[config.mk]
export PLATFORM = sky130hd
export DESIGN_NAME = dlx_decode_flat
export DESIGN_NICKNAME = d
export VERILOG_FILES = /design/src/rtl/dlx_decode_if.sv /design/src/rtl/dlx_decode.sv /design/src/flat_wrapper.sv
export SDC_FILE = /design/constraint.sdc
export NUM_CORES = 2
export LEC_CHECK = 0
export ABC_CLOCK_PERIOD_IN_PS = 2600
export BUFFER_PORTS_ARGS = -buffer_cell sky130_fd_sc_hd__buf_2
export CAP_MARGIN = 20
export CORE_MARGIN = 2
export CORE_UTILIZATION = 47
export DETAILED_ROUTE_END_ITERATION = 8
export GPL_ROUTABILITY_DRIVEN = 0
export HOLD_SLACK_MARGIN = 0.05
export PLACE_DENSITY_LB_ADDON = 0.08
export SKIP_CTS_REPAIR_TIMING = 1
export SLEW_MARGIN = 5
export SYNTH_ARGS = -nofsm -noshare
export SYNTH_HDL_FRONTEND = slang
export SYNTH_SLANG_ARGS = --single-unit
[constraint.sdc]
create_clock -name clk -period 2.6 [get_ports clk]
set_input_delay 0.39 -clock clk [delete_from_list [all_inputs] [get_ports clk]]
set_output_delay 0.39 -clock clk [all_outputs]
set_load 0.005 [all_outputs]
[src/rtl/dlx_decode_if.sv]
// Decode-stage bus: instruction handshake, writeback port and execute bundle.
//   master : upstream/writeback/execute side (drives instr, wb_*)
//   slave  : dlx_decode (drives instr_ready and the execute-stage bundle)
interface dlx_decode_if #(
   parameter int unsigned DW = 32,
   parameter int unsigned AW = 5
);
   logic [DW-1:0] instr;
   logic          instr_valid;
   logic          instr_ready;
   logic          wb_en;
   logic [AW-1:0] wb_addr;
   logic [DW-1:0] wb_data;
   logic          en_ex;
   logic [DW-1:0] src1;
   logic [DW-1:0] src2;
   logic [DW-1:0] imm;
   logic          mem_read;
   logic [6:0]    cntrl_in;
   logic          illegal_op;

   modport master (
      output instr, instr_valid, wb_en, wb_addr, wb_data,
      input  instr_ready, en_ex, src1, src2, imm, mem_read, cntrl_in, illegal_op
   );

   modport slave (
      input  instr, instr_valid, wb_en, wb_addr, wb_data,
      output instr_ready, en_ex, src1, src2, imm, mem_read, cntrl_in, illegal_op
   );
endinterface

[src/rtl/dlx_decode.sv]
// DLX instruction-decode stage: decodes one instruction per cycle, reads the
// 32x32 register file (write-before-read bypass, R0 = 0) and registers the
// execute-stage bundle with 1-cycle latency.
// Ports: clk, rst (sync, active-high), bus (dlx_decode_if.slave):
//   instr/instr_valid/instr_ready (instr_ready combinational), wb_en/wb_addr/
//   wb_data, en_ex, src1, src2, imm, mem_read, cntrl_in, illegal_op.
// Config: define DLX_DEC_HAZARD_EN to enable load-use stall (one bubble);
//   otherwise instr_ready is tied high.
module dlx_decode #(
   parameter int unsigned NREG = 32,
   parameter int unsigned DW   = 32
) (
   input logic         clk,
   input logic         rst,
   dlx_decode_if.slave bus
);
   localparam int unsigned AW = $clog2(NREG);

   logic [DW-1:0] regs [NREG];

   logic [5:0]    opcode, func;
   logic [AW-1:0] rs1, rs2, rd_r, rd_i;
   logic [15:0]   imm16;

   logic          legal_c, use_rs1_c, use_rs2_c, is_lw_c;
   logic [AW-1:0] rd_c;
   logic [DW-1:0] imm_c, rd1_c, rd2_c;
   logic [6:0]    cntrl_c;
   logic          hazard_c, accept_c;

   assign opcode = bus.instr[31:26];
   assign rs1    = bus.instr[25:21];
   assign rs2    = bus.instr[20:16];
   assign rd_i   = bus.instr[20:16];
   assign rd_r   = bus.instr[15:11];
   assign imm16  = bus.instr[15:0];
   assign func   = bus.instr[5:0];

   // Instruction decode: legality, source usage, immediate and control word.
   always_comb begin
      legal_c   = 1'b0;
      use_rs1_c = 1'b0;
      use_rs2_c = 1'b0;
      is_lw_c   = 1'b0;
      rd_c      = '0;
      imm_c     = '0;
      cntrl_c   = {1'b1, opcode};
      case (opcode)
         6'h00: begin
            cntrl_c = {1'b0, func};
            rd_c    = rd_r;
            case (func)
               6'h20, 6'h22, 6'h24, 6'h25, 6'h26, 6'h04, 6'h06: begin
                  legal_c   = 1'b1;
                  use_rs1_c = 1'b1;
                  use_rs2_c = 1'b1;
               end
               default: ;
            endcase
         end
         6'h08, 6'h0A: begin
            legal_c   = 1'b1;
            use_rs1_c = 1'b1;
            rd_c      = rd_i;
            imm_c     = DW'({{(DW-16){imm16[15]}}, imm16});
         end
         6'h0C, 6'h0D, 6'h0E: begin
            legal_c   = 1'b1;
            use_rs1_c = 1'b1;
            rd_c      = rd_i;
            imm_c     = DW'(imm16);
         end
         6'h14, 6'h16: begin
            legal_c   = 1'b1;
            use_rs1_c = 1'b1;
            rd_c      = rd_i;
            imm_c     = DW'(imm16[4:0]);
         end
         6'h23: begin
            legal_c   = 1'b1;
            use_rs1_c = 1'b1;
            is_lw_c   = 1'b1;
            rd_c      = rd_i;
            imm_c     = DW'({{(DW-16){imm16[15]}}, imm16});
         end
         6'h2B: begin
            legal_c   = 1'b1;
            use_rs1_c = 1'b1;
            use_rs2_c = 1'b1;
            imm_c     = DW'({{(DW-16){imm16[15]}}, imm16});
         end
         default: ;
      endcase
   end

   // Register reads: R0 is zero; a same-cycle writeback to the register wins.
   always_comb begin
      rd1_c = regs[rs1];
      rd2_c = regs[rs2];
      if (bus.wb_en && bus.wb_addr == rs1) rd1_c = bus.wb_data;
      if (bus.wb_en && bus.wb_addr == rs2) rd2_c = bus.wb_data;
      if (rs1 == '0) rd1_c = '0;
      if (rs2 == '0) rd2_c = '0;
   end

`ifdef DLX_DEC_HAZARD_EN
   logic [AW-1:0] rd_q;

   // Destination of the instruction now in the output register.
   always_ff @(posedge clk) begin
      if (rst)           rd_q <= '0;
      else if (accept_c && legal_c) rd_q <= rd_c;
      else               rd_q <= '0;
   end

   // Load-use: the loaded value is not available until writeback.
   assign hazard_c = bus.en_ex && bus.mem_read && (rd_q != '0) && bus.instr_valid &&
                     ((use_rs1_c && rs1 == rd_q) || (use_rs2_c && rs2 == rd_q));
`else
   assign hazard_c = 1'b0;
`endif

   assign bus.instr_ready = !hazard_c;
   assign accept_c        = bus.instr_valid && !hazard_c;

   // Execute-stage output register; anything not issued becomes a bubble.
   always_ff @(posedge clk) begin
      if (rst || !(accept_c && legal_c)) begin
         bus.en_ex      <= 1'b0;
         bus.src1       <= '0;
         bus.src2       <= '0;
         bus.imm        <= '0;
         bus.mem_read   <= 1'b0;
         bus.cntrl_in   <= '0;
         bus.illegal_op <= !rst && accept_c && !legal_c;
      end else begin
         bus.en_ex      <= 1'b1;
         bus.src1       <= rd1_c;
         bus.src2       <= use_rs2_c ? rd2_c : '0;
         bus.imm        <= imm_c;
         bus.mem_read   <= is_lw_c;
         bus.cntrl_in   <= cntrl_c;
         bus.illegal_op <= 1'b0;
      end
   end

   // Register file; writes to R0 are discarded.
   always_ff @(posedge clk) begin
      if (rst) begin
         for (int i = 0; i < int'(NREG); i++) regs[i] <= '0;
      end else if (bus.wb_en && bus.wb_addr != '0) begin
         regs[bus.wb_addr] <= bus.wb_data;
      end
   end
endmodule

[src/flat_wrapper.sv]
// flat-port wrapper written by rule: the top's interface ports become plain ports
module dlx_decode_flat 
#(
   parameter int unsigned NREG = 32,
   parameter int unsigned DW   = 32
)
  (clk, rst, bus_instr, bus_instr_valid, bus_wb_en, bus_wb_addr, bus_wb_data, bus_instr_ready, bus_en_ex, bus_src1, bus_src2, bus_imm, bus_mem_read, bus_cntrl_in, bus_illegal_op);
  dlx_decode_if #(.DW(DW)) bus_i ();
  input logic clk;
  input logic rst;
  input wire logic [$bits(bus_i.instr)-1:0] bus_instr;
  input wire logic [$bits(bus_i.instr_valid)-1:0] bus_instr_valid;
  input wire logic [$bits(bus_i.wb_en)-1:0] bus_wb_en;
  input wire logic [$bits(bus_i.wb_addr)-1:0] bus_wb_addr;
  input wire logic [$bits(bus_i.wb_data)-1:0] bus_wb_data;
  output wire logic [$bits(bus_i.instr_ready)-1:0] bus_instr_ready;
  output wire logic [$bits(bus_i.en_ex)-1:0] bus_en_ex;
  output wire logic [$bits(bus_i.src1)-1:0] bus_src1;
  output wire logic [$bits(bus_i.src2)-1:0] bus_src2;
  output wire logic [$bits(bus_i.imm)-1:0] bus_imm;
  output wire logic [$bits(bus_i.mem_read)-1:0] bus_mem_read;
  output wire logic [$bits(bus_i.cntrl_in)-1:0] bus_cntrl_in;
  output wire logic [$bits(bus_i.illegal_op)-1:0] bus_illegal_op;
  assign bus_i.instr = bus_instr;
  assign bus_i.instr_valid = bus_instr_valid;
  assign bus_i.wb_en = bus_wb_en;
  assign bus_i.wb_addr = bus_wb_addr;
  assign bus_i.wb_data = bus_wb_data;
  assign bus_instr_ready = bus_i.instr_ready;
  assign bus_en_ex = bus_i.en_ex;
  assign bus_src1 = bus_i.src1;
  assign bus_src2 = bus_i.src2;
  assign bus_imm = bus_i.imm;
  assign bus_mem_read = bus_i.mem_read;
  assign bus_cntrl_in = bus_i.cntrl_in;
  assign bus_illegal_op = bus_i.illegal_op;
  dlx_decode #(.NREG(NREG), .DW(DW)) u_core (.clk(clk), .rst(rst), .bus(bus_i));
endmodule
# ---- Yosys cells after proc, flatten, opt, wreduce, memory -nomap -nowiden
# Memory sizes are Yosys's and may differ from the RTL's. A register that Yosys moved wholly into a read port is not among the register bits.
# Index checks and enable logic that the tools add are counted.
dict set report totals {
  mem_count 1
  mem_bits_rw 1024
  elab_cells 58
  ff_bits 42
  input_bits 73
}
dict set report classes {
  eq_ne 16
  reduce_logical 20
  bitwise 1
  muxes 15
}
# name depth word_bits read_ports rd_ports_with_merged_regs wr line_no
set memory_table {}
lappend memory_table {u_core.regs 32 32 2 2 32 dlx_decode.sv:19} ;# logic [DW-1:0] regs [NREG];
# operator count
set op_table {}
lappend op_table {{32-bit case mux with 3 select lines} 1}
lappend op_table {{6-bit equality test (second input constant)} 7}
lappend op_table {{32-bit two-way mux} 1}
lappend op_table {{32-bit OR reduction} 1}
lappend op_table {{6-bit by 4-bit equality test with 1-bit output (second input constant)} 5}
lappend op_table {{6-bit by 3-bit equality test with 1-bit output (second input constant)} 2}
lappend op_table {{6-bit by 5-bit equality test with 1-bit output (second input constant)} 2}
lappend op_table {{5-bit logical NOT} 2}
lappend op_table {{1-bit two-way mux} 9}
lappend op_table {{9-bit OR reduction} 1}
lappend op_table {{7-bit two-way mux} 1}
lappend op_table {{7-bit OR reduction} 1}
lappend op_table {{6-bit logical NOT} 1}
lappend op_table {{3-bit OR reduction} 2}
lappend op_table {{5-bit two-way mux} 1}
lappend op_table {{5-bit nonzero test} 1}
lappend op_table {{1-bit logical AND} 4}
lappend op_table {{1-bit case mux with 2 select lines} 2}
lappend op_table {{2-bit OR reduction} 2}
lappend op_table {{4-bit OR reduction} 1}
lappend op_table {{1-bit logical NOT} 3}
lappend op_table {{1-bit logical OR} 1}
lappend op_table {{1-bit NOT} 1}

# ---- Longest topological paths before layout
dict set report depth {
  ltp_word 8
  depth_mapped 11
  depth_no_buf 6
}

# ---- Least setup slack after synthesis
# No wires, ideal clock.
dict set report synth_timing {
  path_kind {input -> register}
  start {input bus_instr[21]}
  end {register u_core.bus.src1[0], read port of u_core.regs}
  stages 9
  arrival_time_ns 2.425
  setup_slack_ns 0.058
  t_required_ns 2.483
  setup_time_ns 0.117
  n_path_buf 4
  path_cell_list {buf_2 > buf_4 > buf_2 > buf_1 > mux4_2 > a32oi_1 > o21ai_0 > nand3_1 > nand2_1}
}
dict set report synth_between {
  elab_chain_cells 2
}
# element line_no
set synth_lines {}
lappend synth_lines {{start, declared} flat_wrapper.sv:11} ;# input wire logic [$bits(bus_i.instr)-1:0] bus_instr;
lappend synth_lines {{5-bit logical NOT} dlx_decode.sv:102} ;# if (rs1 == '0) rd1_c = '0;
lappend synth_lines {{2-bit OR reduction (no source line)} -}
lappend synth_lines {{end, declared} dlx_decode_if.sv:29} ;# output instr_ready, en_ex, src1, src2, imm, mem_read, cntrl_in, illegal_op
# Parallel ways exist; a longest one is shown, timed or not.
# A chain may end at the register's enable or synchronous reset.

# ---- Worst setup path after layout
dict set report layout_timing {
  start {input bus_instr[31]}
  end {register u_core.bus.imm[15]}
}
dict set report layout_between {
  elab_chain_cells 6
}
# element line_no
set layout_lines {}
lappend layout_lines {{6-bit by 4-bit equality test with 1-bit output, or another cell as far along} dlx_decode.sv:48} ;# case (opcode)
lappend layout_lines {{9-bit OR reduction (no source line)} -}
lappend layout_lines {{1-bit case mux with 2 select lines} dlx_decode.sv:48}
lappend layout_lines {{1-bit logical AND} dlx_decode.sv:128} ;# if (rst || !(accept_c && legal_c)) begin
lappend layout_lines {{1-bit logical NOT} dlx_decode.sv:128}
lappend layout_lines {{1-bit logical OR} dlx_decode.sv:128}
lappend layout_lines {{end signal, assigned} dlx_decode.sv:140} ;# bus.imm <= imm_c;
lappend layout_lines {{end, declared} dlx_decode_if.sv:29}
# Parallel ways exist; a longest one is shown, timed or not.

==> results.json <==
{
  "vdd_ir_drop_max_v": 0.000704,
  "core_area_sq_mm": 0.122,
  "dieHeight_microns": 356,
  "grt_pass1_vias": 39400,
  "worstHoldPathType": "in -> reg",
  "grt_usage_pct": 34.3,
  "grt_antenna_before_repair": 16,
  "path_clk_slew_ns": 0.06,
  "routed_wl_mm": 218,
  "io_pins": 180,
  "grt_first_pass_wirelength_mm": 303,
  "async_flop_share_pct": 0,
  "drc": 0,
  "status": "finished, final reports clean",
  "num_vias": 40200,
  "grt_max_degree": 51,
  "yosys.area.top_type": "edfxtp_1",
  "routed_via_density": 6.48,
  "drive_above_1_share_pct": 24.7,
  "worstPathMaxFanout": 10,
  "area_growth_pct": 16.7,
  "synthCells": 4213,
  "skew_ns": 0.0265,
  "cts_tree": "done",
  "die_w_microns": 356,
  "hold_slack_ns": 0.199,
  "ys_seq_area_share_pct": 56.1,
  "period_minus_slack_ns": 2.55,
  "nets": 4544,
  "port_buffers": 178,
  "hpwl_mm": 138,
  "ys.flop_type": "edfxtp_1",
  "initial_utilization_pct": 47.5,
  "worst_pin_slew_ns": 1.03,
  "drv_cap": 0,
  "drtAntennaViolNets": 0,
  "clkSinkCount": 1115,
  "clock_latency_ns": 0.77,
  "power_mw": 44.6,
  "ys_types": 54,
  "synth_top_cells_by_count": "edfxtp_1 (1,024), and2_1 (1,008), mux2i_1 (411), mux4_2 (338), clkbuf_1 (330)",
  "setup-tns-final_ns": 0,
  "synthMostInstantiatedCell": "edfxtp_1",
  "finalSetupViolCount": 0,
  "required_ns": 3.31,
  "drtIter0Drc": 5552,
  "fp-row-count": 128,
  "multi_input_area_sq_mm": 0.0240,
  "syn_avg_cell_area_sq_um": 13.8,
  "root_buffer": "clkbuf_16",
  "htreeDepth": 4,
  "drt-wirelength-per-cell_microns": 35.1,
  "slew_headroom_pct": 30.5,
  "nFillCells": 9928,
  "hold_violations": 0,
  "finalMaxSlewViolations": 0,
  "timing.fmax_mhz": 393,
  "netlist_area_sq_mm": 0.0581,
  "drt_pass1_iterations": 7,
  "critPathKind": "in -> reg",
  "synth_edf_count": 1024,
  "yosys_register_bits": 1115,
  "grt_overflow_total": 0,
  "arrival_ns": 3.26,
  "synth_top_area_share_pct": 52.9,
  "ys_warn_count": 0,
  "powerDensity_mw_per_mm2": 658,
  "ys_top_cells_by_area": "edfxtp_1 (53%), mux4_2 (13%), and2_1 (11%)",
  "period_share_pct": 98.0,
  "clockBufferDepth": 3,
  "p_leak_nw": 25.0,
  "start_kind": "primary input",
  "endpoint_kind": "register",
  "regArea_sq_mm": 0.0326,
  "cts_buffers": 130,
  "die-area_sq_mm": 0.126
}
routing by layer:
metal	vias up	global-route usage, %	routed length [microns]
li1	16600	-	-
met1	20700	47.0	86300
met2	2378	52.5	98700
met3	508	8.42	23400
met4	6	14.2	9430
met5	-	0	38
placed cells by master (no fill, tap or decap), drive strengths merged, types with 91 or more instances in the layout:
| cell type | netlist | final |
|---|---|---|
| o21ai | 117 | 117 |
| a22oi | 108 | 108 |
| buf | 124 | 525 |
| dfxtp | 91 | 91 |
| mux4 | 338 | 338 |
| edfxtp | 1024 | 1024 |
| mux2i | 411 | 411 |
| nor2 | 113 | 113 |
| clkbuf | 331 | 173 |
| and2 | 1008 | 1008 |
report_power, final:
| part | internal [mW] | switching [mW] | leakage (nW) |
|---|---|---|---|
| logic | 2.23 | 3.33 | 12.5 |
| registers | 20.5 | 0.478 | 10.5 |
| clock network | 10.6 | 7.55 | 2.01 |
| total | 33.3 | 11.4 | 25.0 |
metrics by stage:
stage	instance area, sq um	std cells	utilization (%)	worst slack [ns]
2_1_floorplan	58200	4244	-	0.0581
3_3_place_gp	63400	5940	51.9	0.0591
6_report	67800	6198	55.5	0.0530
4_1_cts	67600	6171	55.3	0.567
5_1_grt	67800	6197	55.5	-0.0269
3_5_place_dp	63400	5940	51.9	0.0469
critical path, stage by stage:
cell and delay (ns):
dlygate4sd3_1 0.56, buf_2 0.16, or4_4 0.50, nor3_4 0.19
o211ai_4 0.23, a21o_1 0.26, buf_4 0.19, nor4_1 0.20
dlygate4sd3_1 0.57
state kept, by name, indices dropped and copies added (netlist names):
name                   flops
u_core.bus.cntrl_in        7
u_core.bus.src1           32
u_core.bus.imm            17
u_core.bus.mem_read        1
u_core.bus.illegal_op      1
u_core.regs             1024
u_core.bus.en_ex           1
u_core.bus.src2           32
layout make-up:
cell class	instances	area share (%)
antenna	3	0.0111
tap	1625	3.00
inverter	10	0.0609
sequential	1115	48.0
clock inverter	59	0.751
clock buffer	172	5.34
multi-input combinational	2664	35.5
timing repair buffer	550	7.34
final timing paths:
kind	start	end	slack [ns]	depth (start not counted)
max	bus_instr[31]	u_core.bus.imm[15]	0.05	9
min reg2reg	u_core.regs[7][6]	u_core.bus.src1[6]	0.85	5
max reg2reg	u_core.regs[10][17]	u_core.bus.src1[17]	0.54	6
min	bus_wb_data[11]	u_core.bus.src2[11]	0.20	3
cells by family (layout without fill, tap and decap cells):
logic type	Yosys count	count (layout)	synth area share, %
other	2	36	0.0129
buffers and inverters	465	791	3.31
DFF	1115	1115	56.1
AOI/OAI and AO/OA	551	551	6.90
xor gates and xnor gates	10	10	0.151
and+or+nand+nor	1321	1321	13.4
muxes	749	749	20.2
Power figures use the tool's default switching activity.
